`src/rtl/buffet_sram_arbiter_if.sv`:
```
// Request, response and SRAM-side signals of the buffet SRAM arbiter.
// slave = arbiter view, master = requester/SRAM environment view.
interface buffet_sram_arbiter_if #(
    parameter int unsigned DATA_WIDTH = 64,
    parameter int unsigned ADDR_WIDTH = 9
);
    logic [ADDR_WIDTH-1:0] wr_addr;
    logic [DATA_WIDTH-1:0] wr_data;
    logic                  wr_valid;
    logic                  wr_ready;
    logic [ADDR_WIDTH-1:0] rd_addr;
    logic                  rd_valid;
    logic                  rd_ready;
    logic [DATA_WIDTH-1:0] rd_data;
    logic                  rd_data_valid;
    logic                  rd_data_ready;
    logic [ADDR_WIDTH-1:0] addr_to_mem;
    logic [DATA_WIDTH-1:0] data_to_mem;
    logic                  wen_to_mem;
    logic                  ren_to_mem;
    logic [DATA_WIDTH-1:0] data_from_mem;

    modport slave (
        input  wr_addr, wr_data, wr_valid, rd_addr, rd_valid, rd_data_ready, data_from_mem,
        output wr_ready, rd_ready, rd_data, rd_data_valid,
               addr_to_mem, data_to_mem, wen_to_mem, ren_to_mem
    );

    modport master (
        output wr_addr, wr_data, wr_valid, rd_addr, rd_valid, rd_data_ready, data_from_mem,
        input  wr_ready, rd_ready, rd_data, rd_data_valid,
               addr_to_mem, data_to_mem, wen_to_mem, ren_to_mem
    );
endinterface

```
`src/rtl/buffet_sram_arbiter.sv`:
```
// Write/read arbiter for one single-port SRAM with a 2-entry read response FIFO.
// Optional macro BUFFET_ARB_PERF_EN adds saturating perf counters and an overflow assertion.
module buffet_sram_arbiter #(
    parameter int unsigned DATA_WIDTH   = 64,
    parameter int unsigned ADDR_WIDTH   = 9,
    parameter int unsigned STARVE_LIMIT = 4
) (
    input  logic clk,
    input  logic rst_n,
    input  logic clk_en_i,
    input  logic flush_i,
`ifdef BUFFET_ARB_PERF_EN
    output logic [31:0] perf_wr_grants_o,
    output logic [31:0] perf_rd_grants_o,
    output logic [31:0] perf_conflicts_o,
    buffet_sram_arbiter_if.slave bus
`else
    buffet_sram_arbiter_if.slave bus
`endif
);
    localparam int unsigned CntW = 4;
    localparam logic [CntW-1:0] StarveMax = CntW'(STARVE_LIMIT);

    logic [DATA_WIDTH-1:0] fifo_q [2];
    logic                  wptr_q;
    logic                  rptr_q;
    logic [1:0]            occ_q;
    logic [1:0]            occ_d;
    logic                  inflight_q;
    logic [CntW-1:0]       starve_q;
    logic [CntW-1:0]       starve_d;

    logic       active;
    logic       rd_vld;
    logic       pop;
    logic       push;
    logic       rd_elig;
    logic       wr_gnt;
    logic       rd_gnt;
    logic [2:0] occ_fut;

    // Grant decision: write wins unless a read has been passed over STARVE_LIMIT times.
    always_comb begin : grant_logic
        active  = rst_n && clk_en_i && !flush_i;
        rd_vld  = rst_n && (occ_q != 2'd0);
        pop     = rd_vld && bus.rd_data_ready && clk_en_i;
        push    = inflight_q;
        occ_fut = 3'(occ_q) + 3'(inflight_q) - 3'(pop);
        rd_elig = bus.rd_valid && (occ_fut < 3'd2);
        wr_gnt  = active && bus.wr_valid && !(rd_elig && (starve_q >= StarveMax));
        rd_gnt  = active && rd_elig && !wr_gnt;

        starve_d = starve_q;
        if (rd_gnt || !rd_elig) begin
            starve_d = '0;
        end else if (wr_gnt && (starve_q < StarveMax)) begin
            starve_d = starve_q + CntW'(1);
        end

        occ_d = occ_q + 2'(push) - 2'(pop);
    end

    always_comb begin : mem_outputs
        bus.wr_ready      = wr_gnt;
        bus.wen_to_mem    = wr_gnt;
        bus.rd_ready      = rd_gnt;
        bus.ren_to_mem    = rd_gnt;
        bus.addr_to_mem   = ADDR_WIDTH'(0);
        bus.data_to_mem   = DATA_WIDTH'(0);
        if (wr_gnt) begin
            bus.addr_to_mem = bus.wr_addr;
            bus.data_to_mem = bus.wr_data;
        end else if (rd_gnt) begin
            bus.addr_to_mem = bus.rd_addr;
        end
        bus.rd_data       = fifo_q[rptr_q];
        bus.rd_data_valid = rd_vld;
    end

    // SRAM data for last cycle's read is captured on the next enabled edge.
    always_ff @(posedge clk) begin : state_regs
        if (!rst_n || flush_i) begin
            fifo_q[0]  <= '0;
            fifo_q[1]  <= '0;
            wptr_q     <= 1'b0;
            rptr_q     <= 1'b0;
            occ_q      <= 2'd0;
            inflight_q <= 1'b0;
            starve_q   <= '0;
        end else if (clk_en_i) begin
            if (push) begin
                fifo_q[wptr_q] <= bus.data_from_mem;
            end
            wptr_q     <= wptr_q ^ push;
            rptr_q     <= rptr_q ^ pop;
            occ_q      <= occ_d;
            inflight_q <= rd_gnt;
            starve_q   <= starve_d;
        end
    end

`ifdef BUFFET_ARB_PERF_EN
    localparam int unsigned PerfW = 32;
    localparam logic [PerfW-1:0] PerfMax = '1;

    logic [PerfW-1:0] perf_wr_q;
    logic [PerfW-1:0] perf_rd_q;
    logic [PerfW-1:0] perf_cf_q;

    always_ff @(posedge clk) begin : perf_regs
        if (!rst_n || flush_i) begin
            perf_wr_q <= '0;
            perf_rd_q <= '0;
            perf_cf_q <= '0;
        end else if (clk_en_i) begin
            if (wr_gnt && (perf_wr_q != PerfMax)) perf_wr_q <= perf_wr_q + PerfW'(1);
            if (rd_gnt && (perf_rd_q != PerfMax)) perf_rd_q <= perf_rd_q + PerfW'(1);
            if (bus.wr_valid && bus.rd_valid && (perf_cf_q != PerfMax)) begin
                perf_cf_q <= perf_cf_q + PerfW'(1);
            end
        end
    end

    assign perf_wr_grants_o = perf_wr_q;
    assign perf_rd_grants_o = perf_rd_q;
    assign perf_conflicts_o = perf_cf_q;

    a_fifo_no_overflow : assert property (@(posedge clk) disable iff (!rst_n || flush_i)
        !(clk_en_i && push && (occ_q == 2'd2) && !pop));
`endif
endmodule

```
`src/flat_wrapper.sv`:
```
// flat-port wrapper written by rule: the top's interface ports become plain ports
module buffet_sram_arbiter_flat 
#(
    parameter int unsigned DATA_WIDTH   = 64,
    parameter int unsigned ADDR_WIDTH   = 9,
    parameter int unsigned STARVE_LIMIT = 4
)
  (clk, rst_n, clk_en_i, flush_i, bus_wr_addr, bus_wr_data, bus_wr_valid, bus_rd_addr, bus_rd_valid, bus_rd_data_ready, bus_data_from_mem, bus_wr_ready, bus_rd_ready, bus_rd_data, bus_rd_data_valid, bus_addr_to_mem, bus_data_to_mem, bus_wen_to_mem, bus_ren_to_mem);
  buffet_sram_arbiter_if #(.DATA_WIDTH(DATA_WIDTH), .ADDR_WIDTH(ADDR_WIDTH)) bus_i ();
  input  logic clk;
  input  logic rst_n;
  input  logic clk_en_i;
  input  logic flush_i;
  input wire logic [$bits(bus_i.wr_addr)-1:0] bus_wr_addr;
  input wire logic [$bits(bus_i.wr_data)-1:0] bus_wr_data;
  input wire logic [$bits(bus_i.wr_valid)-1:0] bus_wr_valid;
  input wire logic [$bits(bus_i.rd_addr)-1:0] bus_rd_addr;
  input wire logic [$bits(bus_i.rd_valid)-1:0] bus_rd_valid;
  input wire logic [$bits(bus_i.rd_data_ready)-1:0] bus_rd_data_ready;
  input wire logic [$bits(bus_i.data_from_mem)-1:0] bus_data_from_mem;
  output wire logic [$bits(bus_i.wr_ready)-1:0] bus_wr_ready;
  output wire logic [$bits(bus_i.rd_ready)-1:0] bus_rd_ready;
  output wire logic [$bits(bus_i.rd_data)-1:0] bus_rd_data;
  output wire logic [$bits(bus_i.rd_data_valid)-1:0] bus_rd_data_valid;
  output wire logic [$bits(bus_i.addr_to_mem)-1:0] bus_addr_to_mem;
  output wire logic [$bits(bus_i.data_to_mem)-1:0] bus_data_to_mem;
  output wire logic [$bits(bus_i.wen_to_mem)-1:0] bus_wen_to_mem;
  output wire logic [$bits(bus_i.ren_to_mem)-1:0] bus_ren_to_mem;
  assign bus_i.wr_addr = bus_wr_addr;
  assign bus_i.wr_data = bus_wr_data;
  assign bus_i.wr_valid = bus_wr_valid;
  assign bus_i.rd_addr = bus_rd_addr;
  assign bus_i.rd_valid = bus_rd_valid;
  assign bus_i.rd_data_ready = bus_rd_data_ready;
  assign bus_i.data_from_mem = bus_data_from_mem;
  assign bus_wr_ready = bus_i.wr_ready;
  assign bus_rd_ready = bus_i.rd_ready;
  assign bus_rd_data = bus_i.rd_data;
  assign bus_rd_data_valid = bus_i.rd_data_valid;
  assign bus_addr_to_mem = bus_i.addr_to_mem;
  assign bus_data_to_mem = bus_i.data_to_mem;
  assign bus_wen_to_mem = bus_i.wen_to_mem;
  assign bus_ren_to_mem = bus_i.ren_to_mem;
  buffet_sram_arbiter #(.DATA_WIDTH(DATA_WIDTH), .ADDR_WIDTH(ADDR_WIDTH), .STARVE_LIMIT(STARVE_LIMIT)) u_core (.clk(clk), .rst_n(rst_n), .clk_en_i(clk_en_i), .flush_i(flush_i), .bus(bus_i));
endmodule
```
`config.mk`:
```
export PLATFORM = sky130hd
export DESIGN_NAME = buffet_sram_arbiter_flat
export DESIGN_NICKNAME = d
export VERILOG_FILES = /design/src/rtl/buffet_sram_arbiter_if.sv /design/src/rtl/buffet_sram_arbiter.sv /design/src/flat_wrapper.sv
export SDC_FILE = /design/constraint.sdc
export NUM_CORES = 1
export LEC_CHECK = 0
export CAP_MARGIN = 0
export CORE_MARGIN = 5
export CORE_UTILIZATION = 43
export CTS_CLUSTER_DIAMETER = 50
export CTS_CLUSTER_SIZE = 25
export DETAILED_ROUTE_END_ITERATION = 16
export PLACE_DENSITY = 0.89
export SLEW_MARGIN = 5
export SYNTH_ARGS = -nofsm -noshare
export SYNTH_HDL_FRONTEND = slang
export SYNTH_SLANG_ARGS = --single-unit
```
`constraint.sdc`:
```
create_clock -name clk -period 8 [get_ports clk]
set_input_delay 0.8 -clock clk [delete_from_list [all_inputs] [get_ports clk]]
set_output_delay 0.8 -clock clk [all_outputs]
set_load 0.02 [all_outputs]
```
After elaboration in Yosys (flattened, before gate mapping)
Memories as Yosys holds them, arrays and structs flattened. A register that Yosys moved wholly into a read port is not among the register bits.
Index checks and enable logic that the tools add are counted.
{ "word_totals": {"wordCells": 55, "latchBits": 0, "romBits": 0, "input_bits": 153, "ramBits": 128, "memories": 1, "register_bits": 9} }
{ "classes": {"eq_ne": 0, "n_div": 0, "n_lt_le_gt_ge": 3, "multipliers": 0, "add_sub_neg": 5, "muxes": 16, "shifts": 0, "n_reduce_logical": 23, "n_bitwise": 2} }
{ "memory_table": {"columns": ["memory", "words", "width", "rd", "rd_clocked_by_memory_dff", "write_ports", "line", "text"], "rows": [
  ["u_core.fifo_q", 2, 64, 1, 1, 2, "buffet_sram_arbiter.sv:24", "logic [DATA_WIDTH-1:0] fifo_q [2];"]
]} }
{ "op_table": {"columns": ["cell", "count"], "rows": [
  ["two-way mux 64 bit", 2],
  ["OR reduction 64 bit", 1],
  ["two-way mux 9 bit", 2],
  ["logical AND 1 bit", 12],
  ["two-way mux 1 bit", 10],
  ["two-way mux 4 bit", 2],
  ["zero test 1 bit", 5],
  ["adder 4 x 1 -> 4 bit (second input constant)", 1],
  ["greater-or-equal comparator 4 x 3 -> 1 bit (second input constant)", 1],
  ["less-than comparator 4 x 3 -> 1 bit (second input constant)", 1],
  ["nonzero test 2 bit", 2],
  ["adder 2 x 1 -> 3 bit", 1],
  ["less-than comparator 3 x 2 -> 1 bit (second input constant)", 1],
  ["subtractor 3 x 1 -> 3 bit", 1],
  ["adder 2 x 1 -> 2 bit", 1],
  ["logical OR 1 bit", 2],
  ["AND reduction 2 bit", 1],
  ["subtractor 2 x 1 -> 2 bit", 1],
  ["bitwise XOR 1 bit", 2]
]} }

Depth between registers and ports, before layout
Gate-level depths: netlist of the first run.
{ "depth": {"depth_word": 15, "depth_mapped": 11} }

Least setup slack after synthesis of the first run
OpenSTA, ideal clock, no wires.
{ "synth_timing": {"kind": "in2reg", "startpoint": "input clk_en_i", "endpoint": "memory u_core.fifo_q[0][0], enable pin", "path_buffers": 0, "slack_ns": 1.992, "cell_stages": 2, "required_ns": 7.426, "t_arrival_ns": 5.434, "path_cell_list": "nand2_1 -> o21ai_0"} }
{ "synth_rtl": {"columns": ["element", "line", "text"], "rows": [
  ["start: declaration", "flat_wrapper.sv:12", "input logic clk_en_i;"],
  ["end: declaration", "buffet_sram_arbiter.sv:24", null]
]} }

Final worst setup path of the first run
{ "layout_timing": {"startpoint": "input clk_en_i", "endpoint": "output bus_data_to_mem[18]"} }
{ "layout_via": {"elab_chain_cells": 8, "elab_cells_between_ends": 11, "classes_between": "1 x add/sub; 1 x order compare; 1 x mux; 8 x reduce/logical"} }
{ "layout_lines": {"columns": ["element", "line", "text"], "rows": [
  ["logical AND 1 bit", "buffet_sram_arbiter.sv:46", "pop = rd_vld && bus.rd_data_ready && clk_en_i;"],
  ["subtractor 3 x 1 -> 3 bit", "buffet_sram_arbiter.sv:48", "occ_fut = 3'(occ_q) + 3'(inflight_q) - 3'(pop);"],
  ["less-than comparator 3 x 2 -> 1 bit", "buffet_sram_arbiter.sv:49", "rd_elig = bus.rd_valid && (occ_fut < 3'd2);"],
  ["logical AND 1 bit", "buffet_sram_arbiter.sv:49", null],
  ["logical AND 1 bit", "buffet_sram_arbiter.sv:50", "wr_gnt = active && bus.wr_valid && !(rd_elig && (starve_q >= StarveMax));"],
  ["zero test 1 bit", "buffet_sram_arbiter.sv:50", null],
  ["logical AND 1 bit (*)", "buffet_sram_arbiter.sv:50", null],
  ["two-way mux 64 bit (*)", "buffet_sram_arbiter.sv:70", "if (wr_gnt) begin"],
  ["end: declaration", "flat_wrapper.sv:26", "output wire logic [$bits(bus_i.data_to_mem)-1:0] bus_data_to_mem;"]
]} }
Every way passes the cells marked *; elsewhere a longest branch is shown, timed or not.

==> impl_results.rst, run 1 <==
.. list-table::
   :header-rows: 1

   * - Metric
     - Value
   * - Result of the run
     - completed
   * - Buffer count from post-CTS setup fixing
     - 0
   * - IR Drop Worst-Case VDD
     - 0.130 mV
   * - Area added between synthesis and finish
     - 54.1%
   * - Critical setup path kind
     - in2out
   * - CP startpoint kind
     - primary input
   * - Leftover overflow at the end of global routing
     - 0
   * - Setup repair after global routing missed its margin
     - no
   * - Setup tns final
     - 0 ns
   * - Remaining routing DRC violations
     - 0
   * - Number of max-capacitance violations reported
     - 0
   * - Normalized max-slew margin
     - 26.0%
   * - Number of H-tree levels
     - 4
   * - Synthesized-area fraction occupied by xor and xnor cells
     - 0.503%
   * - Via count of the routed design
     - 4881
   * - Number of slew-limit violations in the final report
     - 0
   * - Simple-gate share of the synthesized area
     - 21.7%
   * - Placed wire-length estimate after detailed placement
     - 13400 um
   * - Post-cts repair resize count
     - 0
   * - Post-Syn Instances
     - 495
   * - Detailed-route wire length per cell
     - 18.7 um
   * - Nets in the synthesized netlist
     - 652
   * - Crit share post-route
     - 71.1%
   * - Initial antenna violation count
     - 0
   * - CP Max Fanout
     - 66
   * - Maximum buffer depth of the clock tree
     - 2
   * - Maximum number of pins on one net before global-route repair
     - 67
   * - Global-route wire length before repair
     - 28400 um
   * - Number of antenna-violating nets in the routed design
     - 0
   * - Max stage delay on crit path
     - 0.87 ns
   * - Warning count from the yosys run
     - 0
   * - Worst skew pair latency
     - 0.41 ns
   * - Clock tree from TritonCTS
     - done
   * - N_diodes
     - 0
   * - Die outline width
     - 135 um
   * - Number of failing setup endpoints in the final timing report
     - 0
   * - Number of vias per cell
     - 4.87
   * - # IOs
     - 295
   * - Layout Nets
     - 936
   * - Cell at the root of the clock tree
     - sky130_fd_sc_hd__clkbuf_16
   * - Cell family with the largest share of critical-path delay
     - buffers and inverters
   * - Timing-limited maximum frequency
     - 176 MHz
   * - Tightest Hold Check Type
     - reg2reg
   * - Combinational family with the most area after synthesis
     - simple AND/OR/NAND/NOR gates
   * - Leakage power summed over all cells
     - 3.97 nW
   * - Die Span Y
     - 135 um
   * - Number of detailed-routing iterations run before antenna repair
     - 4
   * - Nature of the critical path endpoint
     - primary output
   * - Min Hold Slack
     - 0.484 ns
   * - Cell chain of the critical path
     - clkdlybuf4s50_1 > o2111a_1 > ha_1 > inv_1 > ha_1 > inv_1 > fa_1 > o211a_1 > a21oi_4 > and2_1 > clkdlybuf4s50_1
   * - CP required
     - 7.20 ns
   * - Hold buffer count at cts
     - 0
   * - Least-Margin Pin Slew
     - 1.11 ns
   * - WP data arrival
     - 4.89 ns
   * - Final Routed Wirelength
     - 18700 um
   * - Total Die Area
     - 18200 um^2
   * - Global-route total usage across every layer
     - 20.3%
   * - Number of buffers added by the clock tree synthesis step
     - 17
   * - # placed instances
     - 970
   * - Final Instance Count excl. Fillers
     - 1002
   * - Starting density of the core
     - 44.0%
   * - Synthesized cell area
     - 6710 um^2
   * - Number of global-route vias before repair
     - 5190
   * - Number of port buffers
     - 294
   * - Flops & latches, synth
     - 138
   * - Proportion of layout cells with a drive suffix above 1
     - 13.7%
   * - Final estimated routing congestion in global placement
     - 0.903
   * - Combined buffer and inverter count along the critical path
     - 4
   * - Core ar.
     - 15300 um^2
   * - Fraction of the mapped netlist area in adder cells
     - 0.858%
   * - Mean instance size in the synthesized netlist
     - 13.6 um^2
   * - Clock-pin transition on the worst setup and hold timing paths
     - 0.05 ns
   * - Number of rows created at floorplan
     - 45
   * - Number of different library cells in the post-synthesis netlist
     - 41
   * - Clock sink count
     - 138
   * - Sequential fraction of the synthesis area
     - 60.3%
   * - Fraction of synthesized area in multiplexers
     - 10.9%
   * - Cell with the largest stage delay on the worst path
     - sky130_fd_sc_hd__a21oi_4
   * - Initial DRC count
     - 205
   * - Final hold violation count
     - 0
   * - Final clock skew
     - 0.00697 ns
   * - Synth Area in Compound Gates
     - 2.63%
   * - Shortest period the worst path allows
     - 5.69 ns
   * - Areal power density over the cells
     - 170 nW/um^2
## Yosys cell counts, drive strengths merged
library cell	count	area [um^2]
nand2	2	7.51
buf	17	136
nor2b	3	18.8
mux2	64	721
o211a	1	10.0
and2	204	1280
fa	1	20.0
edfxtp	128	3840
nor3b	2	20.0
a21oi	4	23.8
o21ai	1	5.00
o2111a	1	11.3
inv	3	11.3
mux2i	1	10.0
nand2b	4	25.0
ha	3	37.5
xnor2	2	25.0
a32o	9	91.3
clkbuf	16	67.6
nand3	1	5.00
nor2	5	26.3
a22o	1	8.76
nor3	1	16.3
a21boi	1	11.3
dfxtp	10	200
xor2	1	8.76
nand4b	1	8.76
and3b	3	30.0
a211oi	1	7.51
nand4	3	18.8
o21a	1	7.51
## cells by family (layout without fill, tap and decap cells)
family	count (synthesis)	in the layout
compound gates	20	20
simple gates	229	229
buf+inv	36	332
fa+ha+maj	4	4
mux	65	65
xor+xnor	3	3
flops	138	138
## where the power goes
group          leakage (nW)  switching [mW]  internal (mW)  total [mW]
Sequential             1.51         0.00773          0.815       0.822
Clock                 0.267           0.282          0.453       0.734
Combinational          2.19          0.0850          0.120       0.205
Total                  3.97           0.374           1.39        1.76
## placed cells by master, fill, tap and decap left out, types with 2 or more instances in the layout
cell,Yosys,layout
sky130_fd_sc_hd__and2_1,203,203
sky130_fd_sc_hd__inv_1,3,3
sky130_fd_sc_hd__edfxtp_1,128,128
sky130_fd_sc_hd__clkinv_1,0,2
sky130_fd_sc_hd__mux2_2,64,64
sky130_fd_sc_hd__ha_1,3,3
sky130_fd_sc_hd__clkinv_2,0,4
sky130_fd_sc_hd__clkinvlp_4,0,3
sky130_fd_sc_hd__dfxtp_1,10,9
sky130_fd_sc_hd__nand2b_1,4,4
sky130_fd_sc_hd__clkdlybuf4s50_1,0,294
sky130_fd_sc_hd__and3b_1,2,2
sky130_fd_sc_hd__nand4_1,3,3
sky130_fd_sc_hd__buf_4,3,3
sky130_fd_sc_hd__clkbuf_16,0,17
sky130_fd_sc_hd__a21oi_1,3,3
sky130_fd_sc_hd__bufinv_16,0,2
sky130_fd_sc_hd__a32o_1,8,8
sky130_fd_sc_hd__nor2_1,4,4
sky130_fd_sc_hd__nor2b_1,3,3
## worst min-delay path, delay by kind of cell, from the launching register on
kind | cells | cell delay, ns
compound gates | 1 | 0.06
flops | 1 | 0.31
simple gates | 1 | 0.07
## layout make-up
class | instances | area, um^2
fill | 1046 | 4920
sequential | 138 | 4050
timing repair buffer | 298 | 2990
multi-input combinational | 321 | 2480
clock buffer | 18 | 429
tap | 211 | 264
clock inverter | 13 | 128
inverter | 3 | 11.3
## registers in the layout (all words and copies together), names as in the netlist, named ones only
signal / count
u_core.fifo_q: 128
u_core.inflight_q: 1
u_core.occ_q: 2
u_core.rptr_q: 1
u_core.starve_q: 4
u_core.wptr_q: 1
## path summary, 6_finish.rpt
path / from / end / slack, ns / cells past startpoint
worst min-delay path: u_core.starve_q[1]$_SDFFE_PP0P_ / u_core.starve_q[1]$_SDFFE_PP0P_ / 0.48 / 2
worst max-delay path: clk_en_i / bus_data_to_mem[18] / 2.31 / 11
worst max register to register: u_core.occ_q[1]$_SDFFE_PP0P_ / u_core.inflight_q$_SDFFE_PP0P_ / 5.43 / 9
worst min register to register: u_core.starve_q[1]$_SDFFE_PP0P_ / u_core.starve_q[1]$_SDFFE_PP0P_ / 0.48 / 2
## metrics by stage
step,util (%),cell area [um^2],power (mW),setup slack (ns)
finish,67.8,10300,1.76,2.31
detailed placement,64.0,9760,1.04,2.40
floorplan,-,6710,0.910,1.99
CTS,67.6,10300,1.77,2.39
global placement,64.0,9760,1.04,2.60
global route,67.8,10300,1.82,2.03
## per-layer routing
metal  track usage (%)  vias to the layer above  part of all wire (%)
met4              6.16                        0                   1.8
met2              32.9                      167                    49
li1                  -                     2295                     -
met1              25.8                     2391                    42
met5                 0                        -                     0
met3              7.08                       28                   7.1
Note: power is estimated with default switching activity, not from simulation.
==> run 2: changes to the inputs <==
--- a/config.mk
+++ b/config.mk
@@ -7,11 +7,11 @@
 export LEC_CHECK = 0
 export CAP_MARGIN = 0
 export CORE_MARGIN = 5
-export CORE_UTILIZATION = 43
+export CORE_UTILIZATION = 38
 export CTS_CLUSTER_DIAMETER = 50
 export CTS_CLUSTER_SIZE = 25
 export DETAILED_ROUTE_END_ITERATION = 16
-export PLACE_DENSITY = 0.89
+export PLACE_DENSITY = 0.84
 export SLEW_MARGIN = 5
 export SYNTH_ARGS = -nofsm -noshare
 export SYNTH_HDL_FRONTEND = slang
==> constraint.sdc (replaced) <==
create_clock -name clk -period 5.15 [get_ports clk]
set_input_delay 0.515 -clock clk [delete_from_list [all_inputs] [get_ports clk]]
set_output_delay 0.515 -clock clk [all_outputs]
set_load 0.02 [all_outputs]
==> run 2 against run 1 <==
  * Clock power up 66%
  * First-iteration DRC count is 47% higher
  * Sequential power is 56% higher
  * Final cell count is 2.1% higher
  * Clock skew down 0.0010 ns
  * Register-to-register slack worse by 2.9 ns
  * Critical path type unchanged
  * Largest power group unchanged
  * Highest routed layer is now met5
==> impl_results.rst, run 2 (synthesis results as in run 1) <==
.. list-table::
   :header-rows: 1

   * - Metric
     - Value
   * - Result of the run
     - completed
   * - Final hold violation count
     - 0
   * - Nature of the critical path endpoint
     - primary output
   * - Leftover overflow at the end of global routing
     - 0
   * - Fill cell total of the finished layout
     - 1420
   * - Final clock skew
     - 0.00593 ns
   * - Post-Place Worst Slack
     - 0.670 ns
   * - Clock-pin transition on the worst setup and hold timing paths
     - 0.05 ns
   * - Core ar.
     - 17300 um^2
   * - Leakage power summed over all cells
     - 4.00 nW
   * - Placed instance area
     - 9820 um^2
   * - Origin of the critical flop-to-flop path
     - u_core.occ_q[1]$_SDFFE_PP0P_
   * - Crit share post-route
     - 87.6%
   * - Share of total power in combinational logic
     - 11.6%
   * - Post-layout util
     - 60.3%
   * - FF/Latch Area
     - 4050 um^2
   * - Post-cts repair resize count
     - 0
   * - Global-route wire length before repair
     - 30000 um
   * - Maximum number of pins on one net before global-route repair
     - 67
   * - Starting density of the core
     - 38.8%
   * - Psw
     - 612 uW
   * - Number of global-route vias before repair
     - 5106
   * - Number of rows created at floorplan
     - 48
   * - R2r setup slk
     - 2.52 ns
   * - Setup tns final
     - 0 ns
   * - Number of H-tree levels
     - 4
   * - Remaining routing DRC violations
     - 0
   * - Register ranked first by flip-flop count
     - u_core.fifo_q
   * - Die outline width
     - 143 um
   * - Finished layout cell area
     - 10400 um^2
   * - Internal power contribution
     - 2.21 mW
   * - Proportion of layout cells with a drive suffix above 1
     - 14.4%
   * - Number of antenna-violating nets in the routed design
     - 0
   * - Clk pwr share
     - 43.2%
   * - Clock tree from TritonCTS
     - done
   * - Setup repair after global routing missed its margin
     - no
   * - Final estimated routing congestion in global placement
     - 0.938
   * - Combined area of the multi-input logic cells
     - 2470 um^2
   * - Placed wire-length estimate after detailed placement
     - 15100 um
   * - Shortest period the worst path allows
     - 4.51 ns
   * - Most used cells in the layout excluding fill and tap cells
     - sky130_fd_sc_hd__clkdlybuf4s50_1 (294), sky130_fd_sc_hd__and2_1 (203), sky130_fd_sc_hd__edfxtp_1 (128), sky130_fd_sc_hd__mux2_2 (64), sky130_fd_sc_hd__clkbuf_16 (17)
   * - Via count of the routed design
     - 4786
   * - CP startpoint
     - rst_n
   * - CP startpoint kind
     - primary input
   * - Layout Nets
     - 941
   * - Critical setup path kind
     - in2out
   * - Total Die Area
     - 20400 um^2
   * - Max FFs per register
     - 128
   * - Hold buffer count at cts
     - 0
   * - Cell at the root of the clock tree
     - sky130_fd_sc_hd__clkbuf_16
   * - Detailed-route wire length per cell
     - 19.7 um
   * - Maximum buffer depth of the clock tree
     - 2
   * - Min Hold Slack
     - 0.487 ns
   * - Global-route total usage across every layer
     - 19.7%
   * - Clock sink count
     - 138
   * - CP required
     - 4.64 ns
   * - Top Registers
     - u_core.fifo_q (128), u_core.starve_q (4), u_core.occ_q (2)
   * - Leading cell type in the layout, fill and taps excluded
     - sky130_fd_sc_hd__clkdlybuf4s50_1
   * - Slack of the critical path
     - 0.640 ns
   * - Normalized max-slew margin
     - 28.3%
   * - Tightest Hold Check Type
     - reg2reg
   * - Timing-limited maximum frequency
     - 222 MHz
   * - Areal power density over the cells
     - 271 nW/um^2
   * - Reg power frac
     - 45.1%
   * - Number of buffers added by the clock tree synthesis step
     - 17
   * - Least-Margin Pin Slew
     - 1.07 ns
   * - Initial DRC count
     - 301
   * - IR Drop Worst-Case VDD
     - 0.258 mV
   * - # IOs
     - 295
   * - Number of slew-limit violations in the final report
     - 0
   * - Number of vias per cell
     - 4.68
   * - Area added between synthesis and finish
     - 55.3%
   * - Number of failing setup endpoints in the final timing report
     - 0
   * - Number of port buffers
     - 294
   * - WP data arrival
     - 3.99 ns
   * - Die Span Y
     - 143 um
   * - Worst skew pair latency
     - 0.41 ns
   * - Initial antenna violation count
     - 5
   * - Number of detailed-routing iterations run before antenna repair
     - 4
   * - Buffer count from post-CTS setup fixing
     - 0
   * - CP Max Fanout
     - 66
   * - Net Sw Frac
     - 21.7%
   * - Final Routed Wirelength
     - 20200 um
   * - Min-delay src
     - u_core.starve_q[1]$_SDFFE_PP0P_
   * - Number of max-capacitance violations reported
     - 0
[run 2: worst paths after layout]
path | depth (start not counted) | endpoint
max | 12 | bus_data_to_mem[52]
min | 2 | u_core.starve_q[1]$_SDFFE_PP0P_
max reg2reg | 9 | u_core.inflight_q$_SDFFE_PP0P_
min reg2reg | 2 | u_core.starve_q[1]$_SDFFE_PP0P_
[run 2: metrics by stage]
step,power [mW],cells
after global placement,1.62,990
after global routing,2.93,1022
after CTS,2.86,1022
after detailed placement,1.63,990
after floorplan,1.41,495
final,2.83,1023
[run 2: metal layers]
metal | global-route usage (%) | part of all wire (%)
met1 | 25.4 | 41
met2 | 31.5 | 48
met3 | 7.10 | 8.4
met4 | 5.35 | 2.1
met5 | 0 | 0.064
[run 2: power by group through the flow]
stage	registers [mW]	clock network [mW]	logic [mW]
4_1_cts	1.28	1.25	0.330
2_1_floorplan	1.30	0	0.114
3_5_place_dp	1.30	0	0.328
6_report	1.28	1.22	0.329
5_1_grt	1.28	1.30	0.346
3_3_place_gp	1.30	0	0.327
[run 2: area by class of cell]
type | count | share of cell area, %
clock buffers | 17 | 4.08
diodes | 1 | 0.0240
inverters | 3 | 0.108
well taps | 225 | 2.70
flip-flops and latches | 138 | 38.8
multi-input cells | 321 | 23.7
clock inverters | 15 | 1.68
repair buffers | 303 | 28.9
[run 2: worst max-delay path, stage by stage]
cell and delay, ns:
sky130_fd_sc_hd__clkdlybuf4s50_1 0.63, sky130_fd_sc_hd__o2111a_1 0.28, sky130_fd_sc_hd__ha_1 0.24, sky130_fd_sc_hd__inv_1 0.05, sky130_fd_sc_hd__ha_1 0.13, sky130_fd_sc_hd__inv_1 0.05, sky130_fd_sc_hd__fa_1 0.46, sky130_fd_sc_hd__o211a_1 0.20
sky130_fd_sc_hd__a21oi_4 0.15, sky130_fd_sc_hd__buf_4 0.44, sky130_fd_sc_hd__and2_1 0.20, sky130_fd_sc_hd__clkdlybuf4s50_1 0.63
==> run 3: changes to the inputs <==
--- a/config.mk
+++ b/config.mk
@@ -6,12 +6,13 @@
 export NUM_CORES = 1
 export LEC_CHECK = 0
 export CAP_MARGIN = 0
+export CORE_ASPECT_RATIO = 0.5
 export CORE_MARGIN = 5
 export CORE_UTILIZATION = 38
-export CTS_CLUSTER_DIAMETER = 50
 export CTS_CLUSTER_SIZE = 25
 export DETAILED_ROUTE_END_ITERATION = 16
 export PLACE_DENSITY = 0.84
+export SKIP_CTS_REPAIR_TIMING = 1
 export SLEW_MARGIN = 5
 export SYNTH_ARGS = -nofsm -noshare
 export SYNTH_HDL_FRONTEND = slang
==> run 3 against run 2 <==
  * Critical path depth is the same
  * Hold slack got worse by 0.0032 ns
  * Routed wire length fell by 6.5%
  * Utilization down 0.27 points
  * Non-clock buffer count decreased by 4
  * Clock power is essentially flat
  * Clock skew up 0.0031 ns
  * Global-route usage fell by 1.4 points
  * Setup slack gained 0.057 ns
  * Via count is 2.0% lower
  * Final cell count increased by 0.39%
  * Critical endpoint is now bus_data_to_mem[56]
  * Largest cell class unchanged
==> impl_results.rst, run 3 (synthesis results as in run 1) <==
.. list-table::
   :header-rows: 1

   * - Metric
     - Value
   * - R2R Path End
     - u_core.inflight_q$_SDFFE_PP0P_
   * - Maximum number of pins on one net before global-route repair
     - 67
   * - Max FFs per register
     - 128
   * - Net Sw Frac
     - 21.6%
   * - Shortest period the worst path allows
     - 4.45 ns
   * - Sum of met3 wire segment lengths after detailed routing
     - 531 um
   * - Maximum buffer depth of the clock tree
     - 2
   * - Number of vias per cell
     - 4.56
   * - CP required
     - 4.64 ns
   * - Total power after layout
     - 2.83 mW
   * - R2R depth
     - 9
   * - Placed wire-length estimate after detailed placement
     - 13700 um
   * - Starting density of the core
     - 38.7%
   * - IR Drop Worst-Case VDD
     - 0.225 mV
   * - Clk pwr share
     - 43.5%
   * - Normalized max-slew margin
     - 25.0%
   * - Number of buffers added by the clock tree synthesis step
     - 17
   * - Internal power contribution
     - 2.21 mW
   * - Number of failing setup endpoints in the final timing report
     - 0
   * - Number of rows created at floorplan
     - 34
   * - R2r setup slk
     - 2.61 ns
   * - Fill cell total of the finished layout
     - 1375
   * - Core ar.
     - 17400 um^2
   * - Reg power frac
     - 45.2%
   * - WP data arrival
     - 3.94 ns
   * - Leakage power summed over all cells
     - 3.98 nW
   * - Final estimated routing congestion in global placement
     - 0.844
   * - Cell at the root of the clock tree
     - sky130_fd_sc_hd__clkbuf_16
   * - Origin of the critical flop-to-flop path
     - u_core.occ_q[1]$_SDFFE_PP0P_
   * - Result of the run
     - completed
   * - Wire length on met2
     - 9670 um
   * - N_diodes
     - 0
   * - CP Max Fanout
     - 66
   * - Clock sink count
     - 138
   * - Layout Nets
     - 937
   * - Die Span Y
     - 104 um
   * - Remaining routing DRC violations
     - 0
   * - Total Die Area
     - 20600 um^2
   * - Via count of the routed design
     - 4688
   * - Psw
     - 610 uW
   * - Critical setup path kind
     - in2out
   * - Setup repair after global routing missed its margin
     - no
   * - Min-delay src
     - u_core.starve_q[1]$_SDFFE_PP0P_
   * - Clock-pin transition on the worst setup and hold timing paths
     - 0.05 ns
   * - Number of max-capacitance violations reported
     - 0
   * - Initial DRC count
     - 157
   * - Final Routed Wirelength
     - 18900 um
   * - Least-Margin Pin Slew
     - 1.12 ns
   * - Final clock skew
     - 0.00907 ns
   * - Most used cells in the layout excluding fill and tap cells
     - sky130_fd_sc_hd__clkdlybuf4s50_1 (294), sky130_fd_sc_hd__and2_1 (203), sky130_fd_sc_hd__edfxtp_1 (128), sky130_fd_sc_hd__mux2_2 (64), sky130_fd_sc_hd__clkbuf_16 (17)
   * - Worst Hold Endpoint
     - u_core.starve_q[1]$_SDFFE_PP0P_
   * - Detailed-route wire length per cell
     - 18.4 um
   * - Initial antenna violation count
     - 0
   * - Top routing layer used
     - met4
   * - Nature of the critical path endpoint
     - primary output
   * - Proportion of layout cells with a drive suffix above 1
     - 14.0%
   * - Leftover overflow at the end of global routing
     - 0
   * - Global-route total usage across every layer
     - 18.3%
   * - Number of global-route vias before repair
     - 5020
   * - Number of port buffers
     - 294
   * - Top Registers
     - u_core.fifo_q (128), u_core.starve_q (4), u_core.occ_q (2)
   * - Crit share post-route
     - 86.5%
   * - Number of slew-limit violations in the final report
     - 0
   * - # IOs
     - 295
   * - CP startpoint kind
     - primary input
   * - Tightest Hold Check Type
     - reg2reg
   * - Detailed-routing wirelength on met1
     - 8280 um
   * - Clock tree from TritonCTS
     - done
   * - Min Hold Slack
     - 0.483 ns
   * - Number of antenna-violating nets in the routed design
     - 0
   * - Min-Delay Path Depth
     - 2
   * - Global-route wire length before repair
     - 29400 um
   * - Die outline width
     - 198 um
   * - Register ranked first by flip-flop count
     - u_core.fifo_q
   * - Share of total power in combinational logic
     - 11.3%
   * - Number of detailed-routing iterations run before antenna repair
     - 5
   * - Number of H-tree levels
     - 4
   * - Final hold violation count
     - 0
   * - Leading cell type in the layout, fill and taps excluded
     - sky130_fd_sc_hd__clkdlybuf4s50_1
   * - Timing-limited maximum frequency
     - 225 MHz
   * - Worst skew pair latency
     - 0.40 ns
   * - Setup tns final
     - 0 ns
   * - Area added between synthesis and finish
     - 55.2%
   * - Areal power density over the cells
     - 271 nW/um^2
[run 3: worst max-delay path: stages]
cell,delay (ns)
sky130_fd_sc_hd__clkdlybuf4s50_1,0.58
sky130_fd_sc_hd__o2111a_1,0.26
sky130_fd_sc_hd__ha_1,0.24
sky130_fd_sc_hd__inv_1,0.06
sky130_fd_sc_hd__ha_1,0.13
sky130_fd_sc_hd__inv_1,0.05
sky130_fd_sc_hd__fa_1,0.48
sky130_fd_sc_hd__o211a_1,0.20
sky130_fd_sc_hd__a21oi_4,0.14
sky130_fd_sc_hd__buf_4,0.43
sky130_fd_sc_hd__and2_1,0.23
sky130_fd_sc_hd__clkdlybuf4s50_1,0.63
[run 3: layout make-up]
class	count	area (um^2)	share of cell area, %
Tap cell	234	293	2.81
Clock buffer	18	429	4.12
Timing Repair Buffer	299	2980	28.6
Multi-Input combinational cell	321	2480	23.8
Sequential cell	138	4050	38.9
Inverter	3	11.3	0.108
Clock inverter	14	174	1.67
[run 3: stage by stage]
step	util (%)	cell area, um^2	std cells	setup slack, ns
final	60.0	10400	1027	0.697
after global routing	60.0	10400	1027	0.480
after CTS	60.0	10400	1027	0.706
after detailed placement	56.5	9810	995	0.704
after global placement	56.5	9810	995	0.851
after floorplan	-	6710	495	1.16
[run 3: worst max path at each step]
stage                   from                           endpoint  slack (ns)  depth (start not counted)
floorplan           clk_en_i  u_core.fifo_q[0][0]$_SDFFCE_PN0P_        1.16                          2
global placement       rst_n                bus_data_to_mem[23]        0.85                         12
detailed placement     rst_n                bus_data_to_mem[14]        0.70                         12
finish                 rst_n                bus_data_to_mem[56]        0.70                         12
global route           rst_n                bus_data_to_mem[56]        0.48                         12
CTS                    rst_n                bus_data_to_mem[14]        0.71                         12
[run 3: power groups by stage]
stage / Combinational [mW] / Sequential (mW) / Clock [mW]
6_report: 0.319 / 1.28 / 1.23
5_1_grt: 0.338 / 1.28 / 1.31
2_1_floorplan: 0.114 / 1.30 / 0
3_5_place_dp: 0.320 / 1.30 / 0
3_3_place_gp: 0.317 / 1.30 / 0
4_1_cts: 0.322 / 1.28 / 1.25
[run 3: metal layers]
layer | track usage, % | vias up
met5 | 0 | -
met4 | 5.16 | 0
met3 | 3.24 | 23
met2 | 31.2 | 91
met1 | 23.9 | 2275
li1 | - | 2299
